==> src/rtl/lock_pkg.sv <==
// Shared definitions for the door-lock supervisor: the 3-bit lock state
// encoding consumed by the display and keypad blocks.
package lock_pkg;

   typedef enum logic [2:0] {
      ST_OFF        = 3'b000,
      ST_ON         = 3'b001,
      ST_WRONG      = 3'b010,
      ST_WRONG_LAST = 3'b011,
      ST_ANSWER     = 3'b100,
      ST_RESET      = 3'b101,
      ST_LOCK       = 3'b111
   } lock_state_t;

endpackage

==> src/rtl/edge_sync_rise.sv <==
// Two-flop synchroniser followed by a rising-edge detector.
// Ports:
//   clk, rst_n : clock, asynchronous active-low reset
//   din        : raw level, asynchronous to clk
//   rise_c     : one-cycle pulse on a synchronised 0->1 transition (combinational)
module edge_sync_rise (
   input  logic clk,
   input  logic rst_n,
   input  logic din,
   output logic rise_c
);

   logic meta_q;
   logic sync_q;
   logic prev_q;

   // Synchroniser chain plus one delayed copy for edge detection
   always_ff @(posedge clk or negedge rst_n) begin
      if (!rst_n) begin
         meta_q <= 1'b0;
         sync_q <= 1'b0;
         prev_q <= 1'b0;
      end else begin
         meta_q <= din;
         sync_q <= meta_q;
         prev_q <= sync_q;
      end
   end

   assign rise_c = sync_q & ~prev_q;

endmodule

==> src/rtl/lock_state_manager_p.sv <==
// Parametrised door-lock supervisor. Evaluates keypad/button controls once per
// divided tick and drives the 3-bit lock state.
// Ports:
//   clk, rst_n      : clock, asynchronous active-low reset
//   is_on           : power level (1 = on)
//   is_star_pressed : raw '*' key level, asynchronous to clk
//   pw_reset        : password-change request level
//   correct         : entered code matches (in RESET: new code length valid)
//   initialize      : factory-initialise level
//   state           : current lock state (registered)
//   wrong_cnt       : consecutive wrong attempts (registered, saturating)
//   sample_tick     : one-cycle pulse per evaluation tick (registered)
module lock_state_manager_p
   import lock_pkg::*;
#(
   parameter  int unsigned SAMPLE_DIV         = 50000,
   parameter  int unsigned MAX_WRONG          = 3,
   parameter  int unsigned LOCKOUT_TICKS      = 0,
   parameter  int unsigned OPEN_TIMEOUT_TICKS = 0,
   localparam int unsigned CW                 = $clog2(MAX_WRONG + 1)
) (
   input  logic          clk,
   input  logic          rst_n,
   input  logic          is_on,
   input  logic          is_star_pressed,
   input  logic          pw_reset,
   input  logic          correct,
   input  logic          initialize,
   output logic [2:0]    state,
   output logic [CW-1:0] wrong_cnt,
   output logic          sample_tick
);

   localparam int unsigned DW  = $clog2(SAMPLE_DIV);
   localparam int unsigned LTW = (LOCKOUT_TICKS < 1) ? 1 : $clog2(LOCKOUT_TICKS + 1);
   localparam int unsigned OTW = (OPEN_TIMEOUT_TICKS < 1) ? 1 : $clog2(OPEN_TIMEOUT_TICKS + 1);

   logic [DW-1:0]  div_q;
   logic           tick_q;
   logic           star_rise_c;
   logic           star_pend_q;

   lock_state_t    state_q,    state_d;
   logic [CW-1:0]  cnt_q,      cnt_d;
   logic [LTW-1:0] lock_tmr_q, lock_tmr_d;
   logic [OTW-1:0] open_tmr_q, open_tmr_d;
   logic [CW-1:0]  cnt_inc;

   // Tick divider; the tick flop is loaded one count early so it is high
   // exactly while the divider sits at SAMPLE_DIV-1
   always_ff @(posedge clk or negedge rst_n) begin
      if (!rst_n) begin
         div_q  <= '0;
         tick_q <= 1'b0;
      end else begin
         div_q  <= (div_q == DW'(SAMPLE_DIV - 1)) ? '0 : div_q + DW'(1);
         tick_q <= (div_q == DW'(SAMPLE_DIV - 2));
      end
   end

   edge_sync_rise u_star_sync (
      .clk    (clk),
      .rst_n  (rst_n),
      .din    (is_star_pressed),
      .rise_c (star_rise_c)
   );

   // Pending star: cleared every tick; a new edge in a tick cycle wins
   always_ff @(posedge clk or negedge rst_n) begin
      if (!rst_n) begin
         star_pend_q <= 1'b0;
      end else if (star_rise_c) begin
         star_pend_q <= 1'b1;
      end else if (tick_q) begin
         star_pend_q <= 1'b0;
      end
   end

   // State, penalty count and timers
   always_ff @(posedge clk or negedge rst_n) begin
      if (!rst_n) begin
         state_q    <= ST_OFF;
         cnt_q      <= '0;
         lock_tmr_q <= '0;
         open_tmr_q <= '0;
      end else begin
         state_q    <= state_d;
         cnt_q      <= cnt_d;
         lock_tmr_q <= lock_tmr_d;
         open_tmr_q <= open_tmr_d;
      end
   end

   assign cnt_inc = (cnt_q == CW'(MAX_WRONG)) ? cnt_q : cnt_q + CW'(1);

   // Next-state evaluation, active only in tick cycles
   always_comb begin
      state_d    = state_q;
      cnt_d      = cnt_q;
      lock_tmr_d = lock_tmr_q;
      open_tmr_d = open_tmr_q;

      if (tick_q) begin
         if (initialize) begin
            state_d    = ST_OFF;
            cnt_d      = '0;
            lock_tmr_d = '0;
            open_tmr_d = '0;
         end else if (state_q == ST_LOCK) begin
            if (LOCKOUT_TICKS > 0) begin
               lock_tmr_d = lock_tmr_q + LTW'(1);
               if (lock_tmr_d == LTW'(LOCKOUT_TICKS)) begin
                  lock_tmr_d = '0;
                  cnt_d      = '0;
                  state_d    = is_on ? ST_ON : ST_OFF;
               end
            end
         end else if (!is_on) begin
            state_d = ST_OFF;
         end else begin
            case (state_q)
               ST_OFF: begin
                  if (cnt_q == '0)                           state_d = ST_ON;
                  else if (cnt_q == CW'(MAX_WRONG - 1))      state_d = ST_WRONG_LAST;
                  else                                       state_d = ST_WRONG;
               end
               ST_ON, ST_WRONG, ST_WRONG_LAST: begin
                  if (star_pend_q) begin
                     if (correct) begin
                        state_d    = ST_ANSWER;
                        cnt_d      = '0;
                        open_tmr_d = '0;
                     end else begin
                        cnt_d = cnt_inc;
                        if (cnt_inc == CW'(MAX_WRONG)) begin
                           state_d    = ST_LOCK;
                           lock_tmr_d = '0;
                        end else if (cnt_inc == CW'(MAX_WRONG - 1)) begin
                           state_d = ST_WRONG_LAST;
                        end else begin
                           state_d = ST_WRONG;
                        end
                     end
                  end
               end
               ST_ANSWER: begin
                  if (pw_reset) begin
                     state_d = ST_RESET;
                  end else if (OPEN_TIMEOUT_TICKS > 0) begin
                     open_tmr_d = open_tmr_q + OTW'(1);
                     if (open_tmr_d == OTW'(OPEN_TIMEOUT_TICKS)) begin
                        open_tmr_d = '0;
                        state_d    = ST_ON;
                     end
                  end
               end
               ST_RESET: begin
                  if (star_pend_q && correct) state_d = ST_ON;
               end
               default: state_d = ST_OFF;
            endcase
         end
      end
   end

   assign state       = state_q;
   assign wrong_cnt   = cnt_q;
   assign sample_tick = tick_q;

endmodule
==> config.mk <==
export PLATFORM = sky130hd
export DESIGN_NAME = lock_state_manager_p
export DESIGN_NICKNAME = d
export VERILOG_FILES = /design/src/rtl/lock_pkg.sv /design/src/rtl/edge_sync_rise.sv /design/src/rtl/lock_state_manager_p.sv
export SDC_FILE = /design/constraint.sdc
export NUM_CORES = 1
export LEC_CHECK = 0
export ABC_AREA = 0
export CORE_UTILIZATION = 55
export DETAILED_ROUTE_END_ITERATION = 12
export HOLD_SLACK_MARGIN = 0.03
export PLACE_DENSITY = 0.77
export REMOVE_ABC_BUFFERS = 1
export SLEW_MARGIN = 20
export SYNTH_ARGS = -nofsm -noshare
export SYNTH_HDL_FRONTEND = slang
export SYNTH_HIERARCHICAL = 1
export SYNTH_SLANG_ARGS = --single-unit
export TNS_END_PERCENT = 1
==> constraint.sdc <==
create_clock -name clk -period 1.97 [get_ports clk]
set_input_delay 0.197 -clock clk [delete_from_list [all_inputs] [get_ports clk]]
set_output_delay 0.197 -clock clk [all_outputs]
set_load 0.05 [all_outputs]
== Word-level counts from Yosys, hierarchy flattened ==
Index checks and enable logic that the tools add are counted.

* Multiplexer cells: 22
* Reductions and logical operators: 10
* $add $sub $neg: 2
* Equality and inequality tests: 16
* Bitwise operators: 2

{| class="wikitable"
|+ Operators by type and width
! cell !! number
|-
| == test 16 bit, second input constant || 2
|-
| 2-to-1 mux 3 bit || 8
|-
| adder 16 x 1 -> 16 bit, second input constant || 1
|-
| 2-to-1 mux 16 bit || 1
|-
| 2-to-1 mux 2 bit || 8
|-
| != test 4 bit, second input constant || 3
|-
| case mux 3 bit (4 select lines) || 1
|-
| AND reduction 5 bit || 2
|-
| == test 3 bit, second input constant || 3
|-
| == test 2 bit, second input constant || 4
|-
| nonzero test 2 bit || 4
|-
| == test 3 x 2 -> 1 bit, second input constant || 2
|-
| 2-to-1 mux 1 bit || 4
|-
| == test 3 x 1 -> 1 bit, second input constant || 1
|-
| logical NOT 3 bit || 1
|-
| OR reduction 3 bit || 1
|-
| adder 2 x 1 -> 2 bit, second input constant || 1
|-
| logical NOT 2 bit || 1
|-
| != test 2 bit, second input constant || 1
|-
| AND 1 bit || 1
|-
| logical AND 1 bit || 1
|-
| NOT 1 bit || 1
|}

* Flip-flop bits (word level): 26
* Bits of input ports: 7
* Output and inout bits: 6

== Longest topological paths before layout ==
* Depth in word-level cells: 11
* Depth in mapped cells: 7
* Depth with buffers taken out: 6

== Hierarchy ==
Netlist, hierarchy kept.

{| class="wikitable"
|+ Modules (own cells, without submodules)
! module !! area each (µm²) !! sequential area each (µm²) !! times used !! cells each
|-
| lock_state_manager_p || 1238.7 || 575.6 || 1 || 125
|-
| edge_sync_rise || 88.8 || 75.1 || 1 || 4
|}

== Worst setup path after synthesis ==
No wires, ideal clock.

* Path kind: register -> register
* Start: register state_q[0] (netlist: state[0])
* End: register state_q[2] (netlist: state[2])
* Clock period less this slack: 1855 ps
* Arrival: 1729 ps
* Path slack: 115 ps
* Cell stages (with the launch flop): 7
* Library setup time: 126 ps
* Required time: 1844 ps
* Buffers on the path: 1
* Cell sequence: dfrtp_1 -> buf_4 -> nand4b_1 -> and2_1 -> nand2_1 -> and4bb_1 -> a311o_1

* Word-level cells in the longest chain between the ends: 6
* Elaborated cells on any way between the ends: 17

{| class="wikitable"
|+ RTL lines
! what !! line !! RTL
|-
| start: declaration || lock_state_manager_p.sv:43 || <nowiki>lock_state_t state_q, state_d;</nowiki>
|-
| start signal: assignment || lock_state_manager_p.sv:87 || <nowiki>state_q <= state_d;</nowiki>
|-
| == test 3 x 1 -> 1 bit / == test 3 x 2 -> 1 bit (equally long branches) || lock_state_manager_p.sv:121 || <nowiki>case (state_q)</nowiki>
|-
| OR reduction 3 bit || n/a ||
|-
| case mux 3 bit (4 select lines) || lock_state_manager_p.sv:121 ||
|-
| 2-to-1 mux 3 bit || lock_state_manager_p.sv:118 || <nowiki>end else if (!is_on) begin</nowiki>
|-
| 2-to-1 mux 3 bit || lock_state_manager_p.sv:109 || <nowiki>end else if (state_q == ST_LOCK) begin</nowiki>
|-
| 2-to-1 mux 3 bit || lock_state_manager_p.sv:104 || <nowiki>if (initialize) begin</nowiki>
|}

Several ways; a longest one is shown, not always the timed one. The select of a mux whose other input is x is not followed.
A chain may end at the register's enable or synchronous reset.

== Worst setup path after layout ==
* Start: register state_q[2] (netlist: state[2])
* End: output port state[2]

{| class="wikitable"
|+ RTL lines
! what !! line !! RTL
|-
| end: declaration || lock_state_manager_p.sv:29 || <nowiki>output logic [2:0] state,</nowiki>
|}

No word-level cell between the ends.

==> flow_summary.json <==
{
  "gp_congestion": 0.8622,
  "hold_viol": 0,
  "cp.depth": 1,
  "tns_ps": 0,
  "worstSetupEndpoint": "state[2]",
  "syn_to_final_growth_pct": 13.10,
  "cts_buffers": 3,
  "grt_antenna_before_repair": 0,
  "hold_path.class": "in2async",
  "htreeDepth": 1,
  "p_sw_share_pct": 20.59,
  "hpwlAfterDp_um": 1760,
  "detail_route.vias_per_cell": 5.959,
  "end_kind": "output pin",
  "slowest_stage": "clkdlybuf4s50_1",
  "path_delay_family": "buffers and inverters",
  "clkLatencyLatePin_ps": 320,
  "comb_power_share_pct": 4.7,
  "status": "finished, final reports clean",
  "reg2reg_to": "state[2]",
  "yosysTopAreaCell": "dfrtp_1",
  "ys_types": 42,
  "period_share_pct": 96.09,
  "slowest_delay_ps": 860,
  "track_usage_pct": 22.48,
  "grt_busiest_layer": "met2",
  "die_width_um": 51.13,
  "core_area_um2": 2233,
  "post_route_cells_drive_above_1_share_pct": 11.19,
  "finalCriticalPeriod_ps": 1893,
  "r2r_cells": 5,
  "drv_cap": 0,
  "synthTopCellsByCount": "dfrtp_1 (26), nor2_1 (20), xor2_1 (9), nand2_1 (7), nand4_1 (6)",
  "path_buf_inv": 1,
  "grt_pass1_wl_um": 4195,
  "pre_cts_slack_ps": 156.6,
  "cts_tree": "yes",
  "path_clk_slew_ps": 140,
  "vias": 1019,
  "synth_flop_cell": "dfrtp_1",
  "start_util_pct": 59.44,
  "net-switching-power_mw": 0.1735,
  "pwr_density_cell_nw_per_um2": 561.3,
  "fin_skew_ps": 8.027,
  "synth_edf_count": 0,
  "cts-root-buf": "clkbuf_4",
  "syn_inst": 129,
  "finalNetCount": 153,
  "first_global_vias": 934,
  "grt_max_degree": 27,
  "grt_setup_unrepaired": "false",
  "seqPwrFrac_pct": 63.9,
  "reg2reg_from": "state[2]",
  "critPathMaxFanout": 8,
  "ios": 13,
  "synth-seq-cells": 26,
  "synth_top_area_share_pct": 49.01,
  "row_count": 17,
  "worstPathArrival_ps": 1700,
  "p_int_mw": 0.6693,
  "worst_pin_slew_ps": 498.3,
  "max_freq_mhz": 528.3,
  "cp-startpoint": "state[2]",
  "postCtsHoldBufs": 0,
  "peakVddDrop_mv": 0.4881,
  "maxSlewHeadroom_pct": 66.67,
  "drt_pass1_iterations": 4,
  "async_reset_ff_share_pct": 100.0,
  "ys_seq_area_share_pct": 49.01,
  "die-area_um2": 2614,
  "drc": 0,
  "yosysMostFrequentCell": "dfrtp_1",
  "path_cells": "clkdlybuf4s50_1",
  "clk_path_buf_depth": 2,
  "avgRoutedWirePerCell_um": 14.35,
  "r2r_setup_slack_ps": 230,
  "p_clk_share_pct": 31.4,
  "clock-sinks": 26,
  "met2_usage_pct": 33.55,
  "worst_slack_ps": 77.09,
  "synth_area_leaders": "dfrtp_1 (49%), xor2_1 (5.9%), nor2_1 (5.7%)",
  "yosysWarningCount": 6,
  "syn_area_per_cell_um2": 10.29,
  "final_antenna_net_count": 0,
  "antennaDiodeCount": 0,
  "grt_use_met3_pct": 3.869,
  "grt_util_met1_pct": 30.37,
  "startpoint_type": "flip-flop",
  "setup_viol": 0,
  "slew_viol_final": 0,
  "crit_required_ps": 1770,
  "overflow": 0,
  "totalWireLength_um": 2454,
  "crit_type": "reg2out",
  "synth_area_um2": 1328,
  "leakagePower_nw": 0.6723,
  "drtIter0Drc": 24,
  "port_buffers": 12,
  "dieHeight_um": 51.13
}
==> cells by family after synthesis <==
family | after synthesis | share of synthesized area (%)
AOI/OAI and AO/OA | 20 | 11.12
xor gates and xnor gates | 13 | 8.577
adders and majority gates | 2 | 1.885
buffers and inverters | 10 | 4.241
DFF | 26 | 49.01
and+or+nand+nor | 58 | 25.17
==> layout by cell type, fill, tap and decap left out, types with 2 or more instances in the layout <==
| cell | instances |
|---|---|
| nand2_1 | 7 |
| nand3_1 | 5 |
| xnor2_1 | 4 |
| nor3_1 | 2 |
| inv_1 | 4 |
| nor4b_1 | 3 |
| clkbuf_4 | 3 |
| xor2_1 | 9 |
| o41ai_1 | 2 |
| nand4_1 | 6 |
| a21oi_1 | 2 |
| o21ai_0 | 5 |
| a21o_1 | 3 |
| nor2b_1 | 2 |
| ha_1 | 2 |
| clkdlybuf4s50_1 | 10 |
| buf_4 | 3 |
| dfrtp_1 | 26 |
| nor2_1 | 20 |
==> worst min path at each step <==
stage	depth (start not counted)	slack, ps	from	end
2_1_floorplan	0	-100	rst_n	div_q[0]
3_3_place_gp	0	340	u_star_sync/meta_q	u_star_sync/sync_q
3_5_place_dp	0	340	u_star_sync/meta_q	u_star_sync/sync_q
4_1_cts	2	230	rst_n	div_q[11]
5_1_grt	2	250	rst_n	div_q[14]
6_report	2	220	rst_n	div_q[11]
==> power groups by stage <==
stage                     clock (mW)  combinational, mW  sequential (mW)
after floorplan                    0             0.0115            0.548
after global placement             0             0.0394            0.548
after detailed placement           0             0.0405            0.548
after CTS                      0.276             0.0406            0.538
after global routing           0.292             0.0441            0.539
final                          0.265             0.0397            0.538
==> registers in the layout (all words and copies together) (netlist names) <==
register / count
div_q: 16
state: 3
wrong_cnt: 2
sample_tick: 1
star_pend_q: 1
u_star_sync/meta_q: 1
u_star_sync/prev_q: 1
u_star_sync/sync_q: 1
==> through the flow <==
step	utilization [%]	cell area, µm²	std cells	power (mW)	hold slack, ps
final	67.23	1501	171	0.8428	222.4
after global routing	67.23	1501	171	0.8750	252.9
after CTS	67.23	1501	171	0.8556	233.8
after detailed placement	65.66	1466	167	0.5890	338.0
after global placement	65.66	1466	167	0.5879	341.4
after floorplan	-	1299	125	0.5599	-98.59
==> layout make-up <==
type | instances | area, µm²
Clock buffer | 4 | 36.28
Fill cell | 179 | 732.0
Inverter | 6 | 27.53
Multi-Input combinational cell | 93 | 620.6
Sequential cell | 26 | 650.6
Tap cell | 28 | 35.03
Timing Repair Buffer | 14 | 131.4
==> repair_timing <==
item,4_1_cts,5_1_grt
endpoints found under the hold margin,0,0
buffers inserted,0,0
resized for setup,1,0
setup endpoints to repair,1,0
==> metal layers <==
layer | vias to the layer above | routed length, µm
li1 | 486 | -
met1 | 494 | 1124
met2 | 33 | 1183
met3 | 6 | 98
met4 | 0 | 48
met5 | - | 0
Power figures use the tool's default switching activity.
